--- src/rtl/dadda_cpa_seq.sv ---
// Final carry-propagate adder for the Dadda multiplier: resolves the CSA sum and
// carry vectors into a binary result, CHUNK bits per clock, with valid/ready on both sides.
module dadda_cpa_seq #(
  parameter int WIDTH = 16,
  parameter int CHUNK = 4
) (
  input  logic             clk,
  input  logic             rst_n,
  input  logic             in_valid,
  output logic             in_ready,
  input  logic [WIDTH-1:0] sum_vec,
  input  logic [WIDTH-1:0] carry_vec,
  output logic             out_valid,
  input  logic             out_ready,
  output logic [WIDTH-1:0] result,
  output logic             cout
);

  localparam int NCHUNK = WIDTH / CHUNK;
  localparam int IDX_W  = (NCHUNK > 1) ? $clog2(NCHUNK) : 1;

  typedef enum logic [1:0] {IDLE, ADD, DONE} state_e;

  state_e             state_q, state_d;
  logic [WIDTH-1:0]   sum_q, sum_d;
  logic [WIDTH-1:0]   car_q, car_d;
  logic [WIDTH-1:0]   result_q, result_d;
  logic               cout_q, cout_d;
  logic [IDX_W-1:0]   idx_q, idx_d;
  logic               carry_q, carry_d;

  logic               last_chunk;
  logic [CHUNK:0]     chunk_sum;

  assign last_chunk = (idx_q == IDX_W'(NCHUNK - 1));
  assign chunk_sum  = {1'b0, sum_q[idx_q*CHUNK +: CHUNK]}
                    + {1'b0, car_q[idx_q*CHUNK +: CHUNK]}
                    + (CHUNK+1)'(carry_q);

  // State register and datapath registers share one synchronous reset.
  always_ff @(posedge clk) begin
    // NOTE: sequential state uses non-blocking assignments so every flop samples pre-edge values.
    if (!rst_n) begin
      state_q  <= IDLE;
      // NOTE: operand registers are reset too, so an aborted operation leaves no trace.
      sum_q    <= '0;
      car_q    <= '0;
      result_q <= '0;
      cout_q   <= 1'b0;
      idx_q    <= '0;
      carry_q  <= 1'b0;
    end else begin
      state_q  <= state_d;
      sum_q    <= sum_d;
      car_q    <= car_d;
      result_q <= result_d;
      cout_q   <= cout_d;
      idx_q    <= idx_d;
      carry_q  <= carry_d;
    end
  end

  always_comb begin
    // NOTE: default assignment first, so no path through this block can infer a latch.
    state_d = state_q;
    unique case (state_q)
      IDLE:    if (in_valid)   state_d = ADD;
      ADD:     if (last_chunk) state_d = DONE;
      DONE:    if (out_ready)  state_d = IDLE;
      default:                 state_d = IDLE;
    endcase
  end

  always_comb begin
    sum_d    = sum_q;
    car_d    = car_q;
    result_d = result_q;
    cout_d   = cout_q;
    idx_d    = idx_q;
    carry_d  = carry_q;
    unique case (state_q)
      IDLE: begin
        if (in_valid) begin
          sum_d   = sum_vec;
          car_d   = carry_vec;
          idx_d   = '0;
          carry_d = 1'b0;
        end
      end
      ADD: begin
        result_d[idx_q*CHUNK +: CHUNK] = chunk_sum[CHUNK-1:0];
        carry_d = chunk_sum[CHUNK];
        // Index parks at 0 after the top chunk so it never addresses past WIDTH.
        idx_d   = last_chunk ? '0 : idx_q + IDX_W'(1);
        if (last_chunk) cout_d = chunk_sum[CHUNK];
      end
      default: ;
    endcase
  end

  always_comb begin
    in_ready  = rst_n && (state_q == IDLE);
    out_valid = (state_q == DONE);
    result    = result_q;
    cout      = cout_q;
  end

endmodule

--- config.mk ---
export PLATFORM = sky130hd
export DESIGN_NAME = dadda_cpa_seq
export DESIGN_NICKNAME = d
export VERILOG_FILES = /design/src/rtl/dadda_cpa_seq.sv
export SDC_FILE = /design/constraint.sdc
export NUM_CORES = 1
export LEC_CHECK = 0
export ABC_AREA = 1
export CORE_ASPECT_RATIO = 0.5
export CORE_MARGIN = 2
export CORE_UTILIZATION = 49
export CTS_BUF_LIST = sky130_fd_sc_hd__clkbuf_16
export DETAILED_ROUTE_END_ITERATION = 6
export GPL_ROUTABILITY_DRIVEN = 1
export PLACE_DENSITY = 0.86
export SYNTH_ARGS = -nofsm -noshare
export SYNTH_HDL_FRONTEND = slang
export SYNTH_SLANG_ARGS = --single-unit
--- constraint.sdc ---
create_clock -name clk -period 3.5 [get_ports clk]
set_clock_uncertainty 0.1 [all_clocks]
set_input_delay 0.525 -clock clk [delete_from_list [all_inputs] [get_ports clk]]
set_output_delay 0.525 -clock clk [all_outputs]
set_load 0.05 [all_outputs]
---- After elaboration in Yosys (flattened, before gate mapping) ----
Index checks and enable logic that the tools add are counted.
word-level totals
  register bits ........................... 54
  bits of input ports ..................... 36
  output and inout bits ................... 19
  logic and storage cells ................. 38
operators by class
  $add $sub $neg .......................... 4
  equality and inequality tests ........... 6
  shift operators ......................... 4
  multiplexer cells ....................... 10
  reduce and logical (&&, ||, !) cells .... 7
operators by type and width
  kind                       count
  $neg A4 Y34                1
  $shift A4 B34 Y16 const A  1
  $shiftx A4 B34 Y16         1
  $shiftx A16 B5 Y4          2
  $bwmux W16                 1
  $mux W2                    5
  $pmux W2 S3                1
  $reduce_and A2 Y1          3
  $add A4 B4 Y5              1
  $add A5 B1 Y5              1
  $eq A2 B2 Y1 const B       2
  $ne A2 B2 Y1 const B       2
  $pmux W2 S2                1
  $reduce_and A3 Y1          1
  $add A2 B1 Y2 const B      1
  $eq A2 B1 Y1 const B       1
  $logic_not A2 Y1           1
  $ne A2 B1 Y1 const B       1
  $pmux W1 S2                1
  $reduce_bool A2 Y1         1
  $logic_and A1 B1 Y1        1
  $mux W1                    1

---- Depth between registers and ports, before layout ----
Gate-level depths: netlist of run 1.
  depth after elaboration ................. 5
  depth in mapped cells ................... 11

---- Worst setup path after synthesis of run 1 ----
OpenSTA, ideal clock, no wires.
  path kind ............................... register to register
  from .................................... register idx_q[0]
  to ...................................... register result_q[14] (netlist: result[14])
  setup time .............................. 0.066 ns
  arrival ................................. 2.333 ns
  required time ........................... 3.334 ns
  path slack .............................. 1.001 ns
  cell stages (with the launch flop) ...... 12
  period minus slack after synthesis ...... 2.499 ns
  cell sequence ........................... dfxtp_1 -> inv_1 -> clkbuf_1 -> nor2_1 -> o22ai_1 -> fa_1 -> fa_1 -> xor2_1 -> nand2_1 -> nor2_1 -> a22oi_1 -> nor2_1
on the way
  longest elaborated chain between the ends .. 5
  elaborated cells between the ends (all ways) .. 8
RTL lines
  item                                         line    source
  start, declared                              29      logic [IDX_W-1:0] idx_q, idx_d;
  start signal, assigned                       58      idx_q <= idx_d;
  $shiftx A16 B5 Y4, on equally long branches  36, 37
  $add A4 B4 Y5                                37      + {1'b0, car_q[idx_q*CHUNK +: CHUNK]}
  $add A5 B1 Y5                                38      + (CHUNK+1)'(carry_q);
  $shiftx A4 B34 Y16                           91      result_d[idx_q*CHUNK +: CHUNK] = chunk_sum[CHUNK-1:0];
  $bwmux W16 (*)                               91
  end signal, assigned                         56      result_q <= result_d;
  end, declared                                27      logic [WIDTH-1:0] result_q, result_d;
Mark *: on every way between the ends. The rest lies on a longest branch, timed or not.
A chain may end at the register's enable or synchronous reset.

---- Worst setup path after layout of run 1 ----
  from .................................... register idx_q[1]
  to ...................................... register result_q[6] (netlist: result[6])
The elaborated chain is that of the path after synthesis.

==> results.sh, run 1 <==
export IMPL_yosys_top_cells_count="nor2_1, dfxtp_1, o21ai_0, nand2_1, a21oi_1"
export IMPL_post_cts_buffers=0
export IMPL_clock_latency_ns=0.29
export IMPL_worstPathArrival_ns=2.96
export IMPL_maxClockFrequency_mhz=352.6
export IMPL_post_route_period_util_pct=81.04
export IMPL_crit_chain="inv_1, o21ai_0, o22ai_1, fa_1, fa_1, xor2_1, nand2_1, nor2_1, a22oi_1, nor2_1"
export IMPL_clkPwrFrac_pct=35.7
export IMPL_port_buffers=54
export IMPL_syn_avg_cell_area_um2=7.480
export IMPL_clk_pin_slew_ns=0.06
export IMPL_worst_slack_ns=0.6637
export IMPL_ys_ff_latch=54
export IMPL_yosysWarningCount=0
export IMPL_gp_congestion=0.8639
export IMPL_layoutNonFillerInstCount=435
export IMPL_cts_buffers=5
export IMPL_syn_inst=319
export IMPL_core_area_um2=4531
export IMPL_synth_area_leaders="dfxtp_1, nor2_1, o21ai_0"
export IMPL_fin_setup_tns_ns=0
export IMPL_cts_tree="built"
export IMPL_via_per_inst=5.248
export IMPL_grt_use_total_pct=22.25
export IMPL_setup_violations=0
export IMPL_wire_per_inst_um=13.05
export IMPL_cp_max_fo=13
export IMPL_die_w_um=102.7
export IMPL_ys_types=24
export IMPL_crit_required_ns=3.63
export IMPL_cpMaxStageDelayCell="dfxtp_1"
export IMPL_area_growth_pct=31.73
export IMPL_synth_most_common_cell="nor2_1"
export IMPL_rsz0062_at_grt="false"
export IMPL_status="finished, final reports clean"
export IMPL_report_final_slew_viol_count=0
export IMPL_detail_route_antenna_nets=0
export IMPL_drive_above_1_share_pct=4.878
export IMPL_p_sw_uw=412.1
export IMPL_core_rowCount=17
export IMPL_end_kind="register"
export IMPL_clock_sinks=54
export IMPL_via_count=2283
export IMPL_postRouteWirelength_um=5675
export IMPL_hold_viol_final=0
export IMPL_synth_top_area_share_pct=45.31
export IMPL_hold_path_class="reg2reg"
export IMPL_antenna_found_initial=0
export IMPL_grt_pass1_vias=2050
export IMPL_synth_edff_count=0
export IMPL_async_reset_ff_share_pct=0
export IMPL_ys_flop_type="dfxtp_1"
export IMPL_syn_num_nets=366
export IMPL_min_period_ns=2.836
export IMPL_ys_seq_area_share_pct=45.31
export IMPL_htree_levels=2
export IMPL_dpl_worst_slack_ns=0.7241
export IMPL_synth_area_um2=2386
export IMPL_start_kind="register"
export IMPL_dr_pass1_iters=5
export IMPL_slowest_delay_ns=0.56
export IMPL_ir_drop_uv=226.4
export IMPL_cts_root_buf="clkbuf_16"
export IMPL_cts_buffer_depth=2
export IMPL_place_inst=427
export IMPL_drt_initial_drc_count=113
export IMPL_initial_core_util_pct=52.67
export IMPL_die_area_um2=5478
export IMPL_seqPwrFrac_pct=44.5
export IMPL_cts_hold_buf=0
export IMPL_cts_resized=0
export IMPL_leakagePower_uw=0.001220
export IMPL_num_antenna_cells=0
export IMPL_grt_overflow_total=0
export IMPL_drc_errors=0
export IMPL_final_nets=415
export IMPL_power_internal_uw=1107
export IMPL_dp_hpwl_um=4062
export IMPL_grt_max_degree=36
export IMPL_synth_top_area_cell="dfxtp_1"
export IMPL_die_h_um=53.35
export IMPL_maxCapViolations=0
export IMPL_p_sw_share_pct=27.14
export IMPL_pin_count=55
export IMPL_worst_pin_slew_ns=0.6553
export IMPL_power_frac_comb_pct=19.8
export IMPL_p_per_area_nw_per_um2=483.2
export IMPL_grt_pass1_wl_um=9232
export IMPL_maxSlewHeadroom_pct=56.26
export IMPL_path_class="reg2reg"
worst max-delay path, delay by kind of cell, from the launching register on:
family          cells  cell delay, ns
fa+ha+maj           2            0.89
flops               1            0.56
compound gates      3            0.37
simple gates        3            0.33
buf+inv             1            0.26
xor+xnor            1            0.26
power by group through the flow:
stage	Sequential (µW)	Clock, µW	Combinational (µW)
after global routing	679	572	334
after floorplan	696	0	183
after detailed placement	690	0	295
final	676	542	301
after CTS	676	548	297
after global placement	688	0	287
final timing paths:
kind                           start                       to  slack (ns)  cells past startpoint
max reg2reg    idx_q[1]$_SDFFE_PN0P_   result[6]$_SDFFE_PN0P_        0.66                     10
min reg2reg  result[11]$_SDFFE_PN0P_  result[11]$_SDFFE_PN0P_        0.37                      2
max            idx_q[1]$_SDFFE_PN0P_   result[6]$_SDFFE_PN0P_        0.66                     10
min          result[11]$_SDFFE_PN0P_  result[11]$_SDFFE_PN0P_        0.37                      2
area by class of cell:
| type | instances | area [µm²] |
|---|---|---|
| clock buffer | 5 | 125.1 |
| clock inverter | 3 | 37.54 |
| fill | 382 | 1388 |
| inverter | 11 | 41.29 |
| multi-input combinational | 238 | 1195 |
| sequential | 54 | 1081 |
| tap | 66 | 82.58 |
| timing repair buffer | 58 | 580.6 |
logic make-up (layout without fill, tap and decap cells):
group / after synthesis / count (layout) / share of synthesized area [%]
AND/OR/NAND/NOR: 146 / 146 / 25.48
AO/OA/AOI/OAI: 80 / 80 / 17.83
flip-flops: 54 / 54 / 45.31
buffers and inverters: 27 / 77 / 4.614
adder cells (fa/ha/maj): 11 / 11 / 6.398
XOR/XNOR: 1 / 1 / 0.3671
registers in the layout (all words and copies together) (netlist names):
register  cells
car_q        16
result       16
sum_q        16
state_q       2
carry_q       1
idx_q         2
cout          1
routing by layer:
layer | part of all wire (%) | track usage [%]
met4 | 1.3 | 7.333
met2 | 46 | 37.69
met1 | 46 | 28.74
met5 | 0 | 0
met3 | 6.3 | 4.359
cells in the final DEF (no fill, tap or decap), drive strengths merged:
cell type and instances:
a21oi 17, a22oi 4, buf 5, bufinv 1, clkbuf 5, clkdlybuf4s50 53, clkinv 1, dfxtp 54
fa 2, ha 9, inv 12, nand2 37, nand3 7, nand4 3, nor2 96, nor3 2
nor4 1, o21a 1, o21ai 49, o21bai 1, o22ai 8, xor2 1
stage by stage:
stage	util [%]	area (µm²)	hold WS (ns)	power [µW]
final	69.37	3143	0.3656	1519
after floorplan	-	2386	0.3495	878.9
after global routing	69.37	3143	0.3761	1586
after global placement	65.78	2980	0.3547	975.2
after detailed placement	65.78	2980	0.3554	984.8
after CTS	69.37	3143	0.3655	1522
(Power assumes the default switching activity.)
==> inputs of run 2 (changes only) <==
==> constraint.sdc (replaced) <==
create_clock -name clk -period 2.77 [get_ports clk]
set_clock_uncertainty 0.1 [all_clocks]
set_input_delay 0.4155 -clock clk [delete_from_list [all_inputs] [get_ports clk]]
set_output_delay 0.4155 -clock clk [all_outputs]
set_load 0.05 [all_outputs]
==> run 2 against run 1 <==
First-iteration DRC count is 3.5% lower. Fmax is 8.8% higher. Sequential power is 27% higher. Utilization is 0.69 points higher. Largest power group unchanged. Highest routed layer unchanged.
==> results.sh, run 2 (synthesized netlist as in run 1, its figures left out) <==
export IMPL_detail_route_antenna_nets=0
export IMPL_maxClockFrequency_mhz=383.7
export IMPL_hold_path_class="reg2reg"
export IMPL_worst_pin_slew_ns=0.5747
export IMPL_grt_use_total_pct=23.09
export IMPL_via_per_inst=5.226
export IMPL_clock_sinks=54
export IMPL_die_area_um2=5478
export IMPL_grt_max_degree=35
export IMPL_post_route_period_util_pct=94.09
export IMPL_end_kind="register"
export IMPL_core_area_um2=4531
export IMPL_dr_pass1_iters=4
export IMPL_multiInputGateArea_um2=1195
export IMPL_cp_endpoint="result[6]$_SDFFE_PN0P_"
export IMPL_min_period_ns=2.606
export IMPL_core_rowCount=17
export IMPL_gp_congestion=0.9001
export IMPL_drc_errors=0
export IMPL_dp_hpwl_um=4169
export IMPL_rsz0062_at_grt="false"
export IMPL_cp_startpoint="idx_q[0]$_SDFFE_PN0P_"
export IMPL_start_kind="register"
export IMPL_slowest_delay_ns=0.46
export IMPL_worstPathArrival_ns=2.74
export IMPL_path_depth=10
export IMPL_p_per_area_nw_per_um2=611.0
export IMPL_path_class="reg2reg"
export IMPL_initial_core_util_pct=52.67
export IMPL_clk_pin_slew_ns=0.07
export IMPL_leakagePower_uw=0.001240
export IMPL_drive_above_1_share_pct=6.434
export IMPL_most_common_layout_cells="nor2_1, dfxtp_1, clkdlybuf4s50_1"
export IMPL_die_h_um=53.35
export IMPL_via_count=2294
export IMPL_cp_max_fo=12
export IMPL_cts_root_buf="clkbuf_16"
export IMPL_cp_top_family="adder cells"
export IMPL_cts_buffer_depth=2
export IMPL_fin_setup_tns_ns=0
export IMPL_grt_pass1_vias=2078
export IMPL_htree_levels=2
export IMPL_hold_viol_final=0
export IMPL_status="finished, final reports clean"
export IMPL_maxSlewHeadroom_pct=61.63
export IMPL_wire_per_inst_um=13.43
export IMPL_postRouteWirelength_um=5897
export IMPL_reg2reg_depth=10
export IMPL_mostFrequentLayoutCell="nor2_1"
export IMPL_seqCellArea_um2=1082
export IMPL_cpMaxStageDelayCell="fa_1"
export IMPL_drt_initial_drc_count=109
export IMPL_reg2reg_slack_ns=0.16
export IMPL_r2r_start="idx_q[0]$_SDFFE_PN0P_"
export IMPL_ir_drop_uv=309.1
export IMPL_grt_pass1_wl_um=9494
export IMPL_post_cts_buffers=0
export IMPL_final_nets=419
export IMPL_clock_latency_ns=0.29
export IMPL_r2r_end="result[6]$_SDFFE_PN0P_"
export IMPL_crit_required_ns=2.90
export IMPL_cts_buffers=5
export IMPL_pin_count=55
export IMPL_grt_overflow_total=0
export IMPL_final_util_pct=70.06
export IMPL_antenna_found_initial=0
export IMPL_crit_chain="inv_2, o21ai_0, o22ai_1, fa_1, fa_1, xor2_1, nand2_1, nor2_1, a22oi_1, nor2_1"
export IMPL_area_growth_pct=33.04
export IMPL_maxCapViolations=0
export IMPL_report_final_slew_viol_count=0
export IMPL_worst_path_buf_inv=1
export IMPL_port_buffers=54
export IMPL_num_antenna_cells=0
export IMPL_nFillCells=365
export IMPL_die_w_um=102.7
export IMPL_setup_violations=0
export IMPL_cts_tree="built"
run 2: layout make-up:
| class | instances | area share [%] |
|---|---|---|
| Tap cell | 66 | 2.602 |
| Inverter | 11 | 1.301 |
| Timing Repair Buffer | 62 | 19.24 |
| Clock buffer | 5 | 3.942 |
| Clock inverter | 3 | 1.183 |
| Sequential cell | 54 | 34.10 |
| Multi-Input combinational cell | 238 | 37.64 |
run 2: worst register-to-register path, stage by stage, from the launching register on:
cell and delay [ns]:
dfxtp_2 0.41, inv_2 0.12, o21ai_0 0.21, o22ai_1 0.14, fa_1 0.46, fa_1 0.42, xor2_1 0.28, nand2_1 0.08
nor2_1 0.15, a22oi_1 0.09, nor2_1 0.09
run 2: worst min path at each step:
stage                     cells past startpoint  slack [ns]               startpoint                       to
final                                         2        0.36   result[0]$_SDFFE_PN0P_   result[0]$_SDFFE_PN0P_
after floorplan                               2        0.35   car_q[10]$_SDFFE_PN0P_   car_q[10]$_SDFFE_PN0P_
after global routing                          2        0.39   result[0]$_SDFFE_PN0P_   result[0]$_SDFFE_PN0P_
after CTS                                     2        0.37  result[15]$_SDFFE_PN0P_  result[15]$_SDFFE_PN0P_
after global placement                        2        0.35   result[3]$_SDFFE_PN0P_   result[3]$_SDFFE_PN0P_
after detailed placement                      2        0.36  result[15]$_SDFFE_PN0P_  result[15]$_SDFFE_PN0P_
run 2: power breakdown:
group / switching (µW) / total (µW) / internal [µW]
clock network: 278 / 699 / 420
registers: 31.3 / 856 / 825
logic: 226 / 384 / 158
run 2: stage by stage:
stage / worst slack, ns / hold slack, ns / std cells / total power [µW] / instance area [µm²]
after CTS: 0.009019 / 0.3661 / 439 / 1937 / 3173
after global routing: 0.03360 / 0.3880 / 439 / 2016 / 3174
final: 0.1636 / 0.3645 / 439 / 1939 / 3174
after detailed placement: 0.003729 / 0.3558 / 431 / 1250 / 3010
after floorplan: 0.2707 / 0.3495 / 319 / 1110 / 2386
after global placement: 0.2535 / 0.3539 / 431 / 1235 / 3010
run 2: what timing repair did:
action                                  CTS  global route
endpoints found under the hold margin     0             0
endpoints found under the setup margin    0             5
gates resized for setup                   0             2
hold buffers                              0             0
run 2: layer usage:
metal | routed length [µm] | part of all wire (%) | global-route usage, % | vias up
met5 | 0 | 0 | 0 | -
met4 | 82 | 1.4 | 7.556 | 0
met3 | 365 | 6.2 | 7.001 | 11
met2 | 2819 | 48 | 38.78 | 67
met1 | 2630 | 45 | 28.61 | 1058
li1 | - | - | - | 1158
